[config.mk]
export PLATFORM = sky130hd
export DESIGN_NAME = lsb_queue
export DESIGN_NICKNAME = d
export VERILOG_FILES = /design/src/rtl/lsb_queue_pkg.sv /design/src/rtl/lsb_load_ext.sv /design/src/rtl/lsb_queue.sv
export SDC_FILE = /design/constraint.sdc
export NUM_CORES = 2
export LEC_CHECK = 0
export CORE_MARGIN = 5
export CORE_UTILIZATION = 65
export CTS_CLUSTER_SIZE = 16
export DETAILED_ROUTE_END_ITERATION = 8
export PLACE_DENSITY = 0.86
export SYNTH_ARGS = -nofsm -noshare
export SYNTH_HDL_FRONTEND = slang
export SYNTH_SLANG_ARGS = --single-unit
[constraint.sdc]
create_clock -name clk_in -period 13.7 [get_ports clk_in]
set_clock_uncertainty 0.2 [all_clocks]
set_input_delay 1.37 -clock clk_in [delete_from_list [all_inputs] [get_ports clk_in]]
set_output_delay 1.37 -clock clk_in [all_outputs]
set_load 0.01 [all_outputs]
[src/rtl/lsb_queue_pkg.sv]
// rtl/lsb_queue_pkg.sv - shared defaults, funct3 codes, encodings and helpers for the load/store buffer
package lsb_queue_pkg;

    localparam int DEF_LSB_SIZE_BIT = 3;
    localparam int DEF_ROB_SIZE_BIT = 4;
    localparam int DEF_NUM_CDB      = 2;
    localparam logic [1:0] DEF_IO_ADDR_HI = 2'b11;

    localparam logic [2:0] F3_LB  = 3'b000;
    localparam logic [2:0] F3_LH  = 3'b001;
    localparam logic [2:0] F3_LW  = 3'b010;
    localparam logic [2:0] F3_LBU = 3'b100;
    localparam logic [2:0] F3_LHU = 3'b101;
    localparam logic [2:0] F3_SB  = 3'b000;
    localparam logic [2:0] F3_SH  = 3'b001;
    localparam logic [2:0] F3_SW  = 3'b010;

    typedef enum logic [1:0] {
        SIZE_BYTE = 2'd0,
        SIZE_HALF = 2'd1,
        SIZE_WORD = 2'd2
    } mem_size_e;

    typedef enum logic [1:0] {
        IDLE       = 2'd0,
        WAIT_MEM   = 2'd1,
        FLUSH_WAIT = 2'd2
    } lsb_state_e;

    typedef struct packed {
        logic        hit;
        logic [31:0] value;
    } cdb_hit_t;

    function automatic logic [1:0] size_of(input logic [2:0] f3);
        case (f3)
            F3_LB, F3_LBU: size_of = SIZE_BYTE;
            F3_LH, F3_LHU: size_of = SIZE_HALF;
            default:       size_of = SIZE_WORD;
        endcase
    endfunction

endpackage

[src/rtl/lsb_load_ext.sv]
// rtl/lsb_load_ext.sv - funct3-driven sign/zero extension of right-aligned load data
import lsb_queue_pkg::*;

module lsb_load_ext (
    input  logic [2:0]  funct3,
    input  logic [31:0] rdata,
    output logic [31:0] value
);

    always_comb begin
        value = rdata;
        case (funct3)
            F3_LB:   value = {{24{rdata[7]}}, rdata[7:0]};
            F3_LH:   value = {{16{rdata[15]}}, rdata[15:0]};
            F3_LBU:  value = {24'd0, rdata[7:0]};
            F3_LHU:  value = {16'd0, rdata[15:0]};
            default: value = rdata;
        endcase
    end

endmodule

[src/rtl/lsb_queue.sv]
// rtl/lsb_queue.sv - in-order load/store buffer with CDB wake-up and single outstanding memory access
import lsb_queue_pkg::*;

module lsb_queue #(
    parameter int         LSB_SIZE_BIT = DEF_LSB_SIZE_BIT,
    parameter int         ROB_SIZE_BIT = DEF_ROB_SIZE_BIT,
    parameter int         NUM_CDB      = DEF_NUM_CDB,
    parameter logic [1:0] IO_ADDR_HI   = DEF_IO_ADDR_HI
) (
    input  logic                         clk_in,
    input  logic                         rst_in,
    input  logic                         rdy_in,
    input  logic                         clear_in,
    output logic                         lsb_full,
    input  logic                         inst_input,
    input  logic                         in_is_store,
    input  logic [2:0]                   in_funct3,
    input  logic [31:0]                  in_imm,
    input  logic [31:0]                  lsb_r1_val,
    input  logic [31:0]                  lsb_r2_val,
    input  logic                         lsb_r1_has_dep,
    input  logic                         lsb_r2_has_dep,
    input  logic [ROB_SIZE_BIT-1:0]      lsb_r1_dep,
    input  logic [ROB_SIZE_BIT-1:0]      lsb_r2_dep,
    input  logic [ROB_SIZE_BIT-1:0]      in_rob_id,
    input  logic [NUM_CDB-1:0]           cdb_valid,
    input  logic [NUM_CDB*ROB_SIZE_BIT-1:0] cdb_rob_id,
    input  logic [NUM_CDB*32-1:0]        cdb_value,
    input  logic [ROB_SIZE_BIT-1:0]      rob_head_id,
    output logic                         mem_req,
    output logic                         mem_we,
    output logic [31:0]                  mem_addr,
    output logic [31:0]                  mem_wdata,
    output logic [1:0]                   mem_size,
    input  logic                         mem_done,
    input  logic [31:0]                  mem_rdata,
    output logic                         lsb_fi,
    output logic [31:0]                  lsb_value,
    output logic [ROB_SIZE_BIT-1:0]      lsb_rob_id
);

    localparam int DEPTH = 1 << LSB_SIZE_BIT;
    localparam int CNT_W = LSB_SIZE_BIT + 1;

    typedef logic [LSB_SIZE_BIT-1:0] idx_t;
    typedef logic [ROB_SIZE_BIT-1:0] rob_t;

    logic [DEPTH-1:0] busy, is_store, r1_has_dep, r2_has_dep;
    logic [2:0]       funct3 [DEPTH];
    logic [31:0]      imm    [DEPTH];
    logic [31:0]      r1_val [DEPTH];
    logic [31:0]      r2_val [DEPTH];
    rob_t             r1_dep [DEPTH];
    rob_t             r2_dep [DEPTH];
    rob_t             rob_id [DEPTH];

    idx_t             head, tail;
    logic [CNT_W-1:0] count;
    lsb_state_e       state, state_next;

    cdb_hit_t         wake1 [DEPTH];
    cdb_hit_t         wake2 [DEPTH];
    cdb_hit_t         byp1, byp2;

    logic [31:0]      head_addr, ext_value;
    logic             head_is_io, head_ready, can_issue;
    logic             flush, enq, deq, issue, done_any;

    // Loop runs high-to-low so the lowest-numbered matching channel is the last writer.
    function automatic cdb_hit_t cdb_match(input rob_t dep,
                                           input logic [NUM_CDB-1:0] v,
                                           input logic [NUM_CDB*ROB_SIZE_BIT-1:0] ids,
                                           input logic [NUM_CDB*32-1:0] vals);
        cdb_match = '0;
        for (int k = NUM_CDB - 1; k >= 0; k--) begin
            if (v[k] && ids[k*ROB_SIZE_BIT +: ROB_SIZE_BIT] == dep) begin
                cdb_match.hit   = 1'b1;
                cdb_match.value = vals[k*32 +: 32];
            end
        end
    endfunction

    always_comb begin
        for (int i = 0; i < DEPTH; i++) begin
            wake1[i] = cdb_match(r1_dep[i], cdb_valid, cdb_rob_id, cdb_value);
            wake2[i] = cdb_match(r2_dep[i], cdb_valid, cdb_rob_id, cdb_value);
        end
        byp1 = cdb_match(lsb_r1_dep, cdb_valid, cdb_rob_id, cdb_value);
        byp2 = cdb_match(lsb_r2_dep, cdb_valid, cdb_rob_id, cdb_value);
    end

    assign lsb_full   = (count == CNT_W'(DEPTH));
    assign head_addr  = r1_val[head] + imm[head];
    assign head_is_io = (head_addr[17:16] == IO_ADDR_HI);
    assign head_ready = busy[head] && !r1_has_dep[head] && (!is_store[head] || !r2_has_dep[head]);
    // Stores and I/O loads have side effects, so they wait until they are the oldest in the ROB.
    assign can_issue  = (state == IDLE) && head_ready && !clear_in &&
                        ((!is_store[head] && !head_is_io) || rob_id[head] == rob_head_id);

    lsb_load_ext u_load_ext (
        .funct3 (funct3[head]),
        .rdata  (mem_rdata),
        .value  (ext_value)
    );

    always_ff @(posedge clk_in or negedge rst_in) begin
        if (!rst_in)
            state <= IDLE;
        else if (rdy_in)
            state <= state_next;
    end

    always_comb begin
        state_next = state;
        case (state)
            IDLE:       if (can_issue) state_next = WAIT_MEM;
            WAIT_MEM: begin
                if (mem_done)      state_next = IDLE;
                else if (clear_in) state_next = FLUSH_WAIT;
            end
            FLUSH_WAIT: if (mem_done) state_next = IDLE;
            default:    state_next = IDLE;
        endcase
    end

    always_comb begin
        flush    = rdy_in && clear_in;
        enq      = rdy_in && inst_input && !lsb_full && !clear_in;
        deq      = rdy_in && (state == WAIT_MEM) && mem_done && !clear_in;
        issue    = rdy_in && can_issue;
        done_any = rdy_in && (state != IDLE) && mem_done;
    end

    always_ff @(posedge clk_in or negedge rst_in) begin
        if (!rst_in) begin
            busy  <= '0;
            head  <= '0;
            tail  <= '0;
            count <= '0;
        end else if (flush) begin
            busy  <= '0;
            head  <= '0;
            tail  <= '0;
            count <= '0;
        end else begin
            if (deq) begin
                busy[head] <= 1'b0;
                head       <= head + idx_t'(1);
            end
            if (enq) begin
                busy[tail] <= 1'b1;
                tail       <= tail + idx_t'(1);
            end
            if (enq && !deq)
                count <= count + CNT_W'(1);
            else if (deq && !enq)
                count <= count - CNT_W'(1);
        end
    end

    // Entry payload needs no reset: it is only observed while the busy bit is set.
    always_ff @(posedge clk_in) begin
        if (rdy_in) begin
            for (int i = 0; i < DEPTH; i++) begin
                if (busy[i] && r1_has_dep[i] && wake1[i].hit) begin
                    r1_val[i]     <= wake1[i].value;
                    r1_has_dep[i] <= 1'b0;
                end
                if (busy[i] && r2_has_dep[i] && wake2[i].hit) begin
                    r2_val[i]     <= wake2[i].value;
                    r2_has_dep[i] <= 1'b0;
                end
            end
            if (enq) begin
                is_store[tail]   <= in_is_store;
                funct3[tail]     <= in_funct3;
                imm[tail]        <= in_imm;
                rob_id[tail]     <= in_rob_id;
                r1_dep[tail]     <= lsb_r1_dep;
                r2_dep[tail]     <= lsb_r2_dep;
                r1_val[tail]     <= (lsb_r1_has_dep && byp1.hit) ? byp1.value : lsb_r1_val;
                r2_val[tail]     <= (lsb_r2_has_dep && byp2.hit) ? byp2.value : lsb_r2_val;
                r1_has_dep[tail] <= lsb_r1_has_dep && !byp1.hit;
                r2_has_dep[tail] <= lsb_r2_has_dep && !byp2.hit;
            end
        end
    end

    always_ff @(posedge clk_in or negedge rst_in) begin
        if (!rst_in) begin
            mem_req    <= 1'b0;
            mem_we     <= 1'b0;
            mem_addr   <= '0;
            mem_wdata  <= '0;
            mem_size   <= '0;
            lsb_fi     <= 1'b0;
            lsb_value  <= '0;
            lsb_rob_id <= '0;
        end else if (rdy_in) begin
            lsb_fi <= 1'b0;
            if (issue) begin
                mem_req   <= 1'b1;
                mem_we    <= is_store[head];
                mem_addr  <= head_addr;
                mem_wdata <= r2_val[head];
                mem_size  <= size_of(funct3[head]);
            end
            if (done_any) begin
                mem_req <= 1'b0;
                if (deq) begin
                    lsb_fi     <= 1'b1;
                    lsb_rob_id <= rob_id[head];
                    lsb_value  <= is_store[head] ? 32'd0 : ext_value;
                end
            end
        end
    end

endmodule
# Yosys cells after proc, flatten, opt, wreduce, memory -nomap -nowiden
# Memories as Yosys holds them, arrays and structs flattened. A register that Yosys moved wholly into a read port is not among the register bits.
# Cells that the tools add are included.
word_totals:
  inputBits: 230
  n_memories: 7
  elab_cells: 361
  ramBits: 888
  out_inout_bits: 106
  register_bits: 117
  romBits: 0
  latch_bits: 0
memory_table:
  columns: ["name", "words", "word_bits", "read_ports", "rd_clocked_by_memory_dff", "write_ports", "line", "text"]
  rows:
  - ["imm", 8, 32, 1, 0, 1, "lsb_queue.sv:50", "logic [31:0] imm [DEPTH];"]
  - ["r1_val", 8, 32, 1, 0, 9, "lsb_queue.sv:51", "logic [31:0] r1_val [DEPTH];"]
  - ["r2_val", 8, 32, 1, 1, 9, "lsb_queue.sv:52", "logic [31:0] r2_val [DEPTH];"]
  - ["r1_dep", 8, 4, 8, 0, 1, "lsb_queue.sv:53", "rob_t r1_dep [DEPTH];"]
  - ["r2_dep", 8, 4, 8, 0, 1, "lsb_queue.sv:54", "rob_t r2_dep [DEPTH];"]
  - ["rob_id", 8, 4, 1, 0, 1, "lsb_queue.sv:55", "rob_t rob_id [DEPTH];"]
  - ["1 more memories", null, null, null, null, null, null, null]
classes:
  eq_ne: 47
  div: 0
  mul: 0
  reduce_logical: 119
  muxes: 161
  add_sub_neg: 5
  bitwise: 3
  n_shift: 0
  order_cmp: 4
ops:
  columns: ["op", "n"]
  rows:
  - ["$mux 33", 36]
  - ["$eq 4x4->1", 37]
  - ["$pmux 32 s4", 1]
  - ["$mux 32", 3]
  - ["$mux 1", 93]
  - ["$logic_and 1x1->1", 92]
  - ["$mux 8", 6]
  - ["$add 32x32->32", 1]
  - ["$bwmux 8", 3]
  - ["$bmux 1 s3", 4]
  - ["$mux 3", 4]
  - ["$mux 4", 3]
  - ["$logic_not 1->1", 11]
  - ["$and 8x8->8", 1]
  - ["$lt 3x4->1 const B", 2]
  - ["$mux 2", 4]
  - ["$not 8->8", 1]
  - ["$or 8x8->8", 1]
  - ["$reduce_bool 2->1", 4]
  - ["$add 3x1->3 const B", 2]
  - ["$demux 1 s3", 2]
  - ["$eq 3x3->1 const B", 2]
  - ["$ge 3x1->1 const B", 2]
  - ["$pmux 2 s3", 1]
  - ["other kinds (17)", 23]

# Longest topological paths before layout
depth:
  depth_word: 11
  depth_mapped: 23
  depth_no_buf: 16

# Modules after synthesis
# Synthesis repeated with hierarchy kept, for this count alone.
hier_totals:
  cells_unflattened: 4369
  area_unflattened_um2: 54328.4
modules_own_cells:
  columns: ["module", "n_inst", "seq_area_each_um2", "cells_each", "area_each_um2"]
  rows:
  - ["lsb_queue", 1, 30514.3, 4302, 53973.0]
  - ["lsb_load_ext", 1, 0.0, 67, 355.3]

# Worst setup path before layout
# No wires, ideal clock.
synth_path:
  path_kind: "register to register"
  from: "register head[0]"
  to: "register mem_addr[10]"
  stages_incl_launch_ff: 24
  setup_ns: 0.125
  path_buffers: 8
  slack_ns: 8.606
  t_arrival_ns: 4.769
  path_cell_list: "dfrtp_1 -> buf_6 -> buf_4 -> buf_2 -> buf_2 -> buf_2 -> buf_2 -> mux2i_1 -> nor2_1 -> a21oi_1 -> o221ai_1 -> ha_1 -> fa_1 -> a211oi_1 -> o21ai_2 -> o211ai_2 -> and2_1 -> o2111a_1 -> and3_1 -> nor3_2 -> a41oi_2 -> buf_6 -> buf_6 -> mux2_4"
synth_between:
  elab_chain_cells: 10
synth_rtl:
  columns: ["element", "line", "text"]
  rows:
  - ["from (decl)", "lsb_queue.sv:57", "idx_t head, tail;"]
  - ["from (signal assigned)", "lsb_queue.sv:148", "head <= head + idx_t'(1);"]
  - ["branches (longest 10 deep; another with $mem_v2 8x32)", null, null]
  - ["to (signal assigned)", "lsb_queue.sv:204", "mem_addr <= head_addr;"]
  - ["to (decl)", "lsb_queue.sv:32", "output logic [31:0] mem_addr,"]
# Several ways; the timed one is not identified. The select of a mux whose other input is x is not followed.
# A chain may end at the register's enable or synchronous reset.

# Final worst setup path
layout_path:
  from: "register head[0]"
  to: "register mem_addr[30]"
# The elaborated chain is that of the path after synthesis.

==> impl_metrics.toml <==
[place]
gp_routability_congestion = 0.945
io_buffers = 335
place_hpwl_mm = 104
place_area_um2 = 58100

[sta]
setup-tns-final_ps = 0
max_freq_mhz = 139
post-route-period-util_pct = 52.5
finalMaxSlewViolations = 0
maxSlewHeadroom_pct = 17.4
setup_viol = 0
worst_pin_slew_ps = 1240
rsz0062_at_grt = "false"
finalHoldViolations = 0
finalCriticalPeriod_ps = 7200

[floorplanning]
ios = 336
core_region_area_um2 = 82200
die_x_um = 298
start_util_pct = 65.7
rows = 105
die_area_um2 = 89100
die_y_um = 298

[routing]
routedWlPerCell_um = 32.3
dr_total_vias = 41900
avgViaCountPerCell = 7.48
postRouteAntennaNets = 0
wirelength_mm = 181
drcViolationCount = 0
dr.pass1.iters = 9
first_iter_violations = 6932

[cts]
numCtsBuffers = 106
postCtsSetupBuffers = 0
htreeDepth = 3
cts_resized = 0
cts_sinks = 1037
clock-root-buffer = "clkbuf_16"
cts_tree = "built"
clk_pin_slew_worst_paths_ps = 60
hold_buffers = 0
clk_latency_ps = 680
cts_buffer_depth = 3

[worst_setup_path]
worstPathArrival_ps = 7530
cp_num_buf_inv = 2
critPathKind = "reg2reg"
critPathSlowestCell = "o32a_2"
cp_slowest_stage_delay_ps = 1020
required_ps = 14040
setup.worst_path.end_class = "flop"
worst-path-max-fanout = 51
cp_cell_sequence = "buf_4 > buf_4 > mux2i_1 > o221ai_1 > ha_1 > fa_1 > a211oi_1 > o21ai_2 > o211ai_2 > and2_1 > o2111a_1 > and3_1 > o32a_2 > nor2_1 > mux2_2"
path_common_cell = "buf_4"
path_delay_family = "compound AO/OA/AOI/OAI gates"
start_kind = "flop"

[grt]
grt_max_degree = 110
gr-usage-all-layers_pct = 39.2
grt_pass1_vias = 41900
grt_overflow = 0
grt_pass1_wl_mm = 265
antenna_found_initial = 17

[power_and_ir_drop]
p_per_area_nw_per_um2 = 126
ir_drop_v = 0.000122
p_leak_uw = 0.0199

[synth]
synth_warnings = 0
syn-num-nets = 4575
async_reset_ff_share_pct = 12.1
ys.flop_type = "edfxtp_1"
synth-seq-area-share_pct = 56.4
ys_seq_elements = 1037
syn_area_per_cell_um2 = 12.6
yosysUniqueCellTypes = 74
syn_area_um2 = 54100
synthCells = 4308
synth_edf_count = 912

[finish]
seq_area_um2 = 30500
design_area_um2 = 61800
drive_above_1_share_pct = 10.8
fin_nets = 4689
multi_input_comb_area_um2 = 21800
num-fill-cells = 4949
syn_to_final_growth_pct = 14.3

[min_path]
hp-class = "reg2reg"

[run_status]
status = "completed"

[flow_run]
drv_cap = 0
-- area by class of cell --
class / count / area share, %
diodes: 12 / 0.0486
clock buffers: 148 / 4.85
clock inverters: 54 / 1.04
inverters: 19 / 0.119
multi-input cells: 2792 / 35.3
flip-flops and latches: 1037 / 49.4
well taps: 1070 / 2.17
repair buffers: 466 / 7.04
-- layout by cell type, fill, tap and decap left out, types with 9 or more instances in the layout --
cell               n
a21o_1            19
a21oi_1          165
a22o_1            23
a31o_2            16
buf_4            130
bufinv_16         13
clkbuf_1          28
clkbuf_16        110
clkbuf_8          10
clkdlybuf4s50_1  334
clkinv_1          15
clkinv_2          14
dfrtp_1          122
diode_2           12
edfxtp_1         912
ha_1              35
inv_1             10
mux2_2            23
mux2_4            22
mux2i_1          803
mux4_2            69
nand2_1          257
nand2_2            9
nand3_1           35
nand4_1           13
nor2_1           184
nor3_1            20
nor4_4            10
o21ai_0          115
o21ai_1           83
o221ai_1          64
o22ai_1          514
xnor2_1           57
xor2_1           123
-- worst min-delay path, delay by kind of cell, from the launching register on --
kind / cells / cell delay [ps]
AND/OR/NAND/NOR: 2 / 100
flip-flops: 1 / 340
-- power breakdown --
part	switching [uW]	total, uW	internal, uW
clock network	1260	3030	1780
registers	106	3670	3560
logic	618	1100	485
total	1980	7810	5820
-- state kept, by name, indices dropped and copies added (netlist names) --
signal and cells:
tail 3, r1_dep 32, funct3 24, head 3, r2_dep 32, mem_addr 32, count 4, r2_has_dep 8
mem_size 2, mem_req 1, r1_has_dep 8, imm 256, is_store 8, lsb_fi 1, r2_val 256, state 2
lsb_value 32, mem_we 1, lsb_rob_id 4, busy 8, rob_id 32, mem_wdata 32, r1_val 256
-- synth_stat cells, drive strengths merged, types with 10 or more instances --
master	count	area (um^2)
edfxtp	912	27400
mux2i	803	8040
o22ai	514	3220
clkbuf	316	1190
nand2	266	998
o21ai	201	1010
nor2	185	694
a21oi	166	835
buf	144	761
dfrtp	125	3130
xor2	123	1080
mux4	69	1550
o221ai	64	561
xnor2	57	499
mux2	52	668
nand3	39	195
ha	35	438
a22o	23	201
nor4	22	200
nor3	21	110
a21o	19	143
inv	19	71.3
a31o	17	149
nand4	13	81.3
o211ai	10	85.1
-- through the flow --
step	hold WS (ps)	power, uW	worst slack [ps]	utilization [%]	std cells
2_1_floorplan	294	4250	8610	-	4308
3_3_place_gp	248	4750	6940	70.7	5384
3_5_place_dp	257	4790	6800	70.7	5384
4_1_cts	269	7770	6720	75.1	5586
5_1_grt	286	8000	6340	75.1	5595
6_report	267	7810	6500	75.1	5598
-- cell families after synthesis --
family | synth area share [%]
buf+inv | 3.73
xor+xnor | 2.92
compound gates | 12.4
simple gates | 4.68
flops | 56.4
fa+ha+maj | 0.884
mux | 19.0
-- path summary, 6_finish.rpt --
check,startpoint,endpoint,slack [ps],cells after the start
max,head[0]$_DFFE_PN0P_,mem_addr[30]$_DFFE_PN0P_,6500,15
min,lsb_value[1]$_DFFE_PN0P_,lsb_value[1]$_DFFE_PN0P_,270,2
max reg2reg,head[0]$_DFFE_PN0P_,mem_addr[30]$_DFFE_PN0P_,6500,15
min reg2reg,lsb_value[1]$_DFFE_PN0P_,lsb_value[1]$_DFFE_PN0P_,270,2
max in group asynchronous,rst_in,lsb_value[25]$_DFFE_PN0P_,11450,2
min in group asynchronous,rst_in,mem_wdata[11]$_DFFE_PN0P_,630,1
-- layer usage --
layer  track usage (%)  up-vias  part of all wire [%]
met3              11.6      950                    15
met4              23.3        8                   7.0
met2              60.9     3995                    45
met5                 0        -                 0.029
li1                  -    16900                     -
met1              49.1    20000                    32
Note: power is estimated with default switching activity, not from simulation.
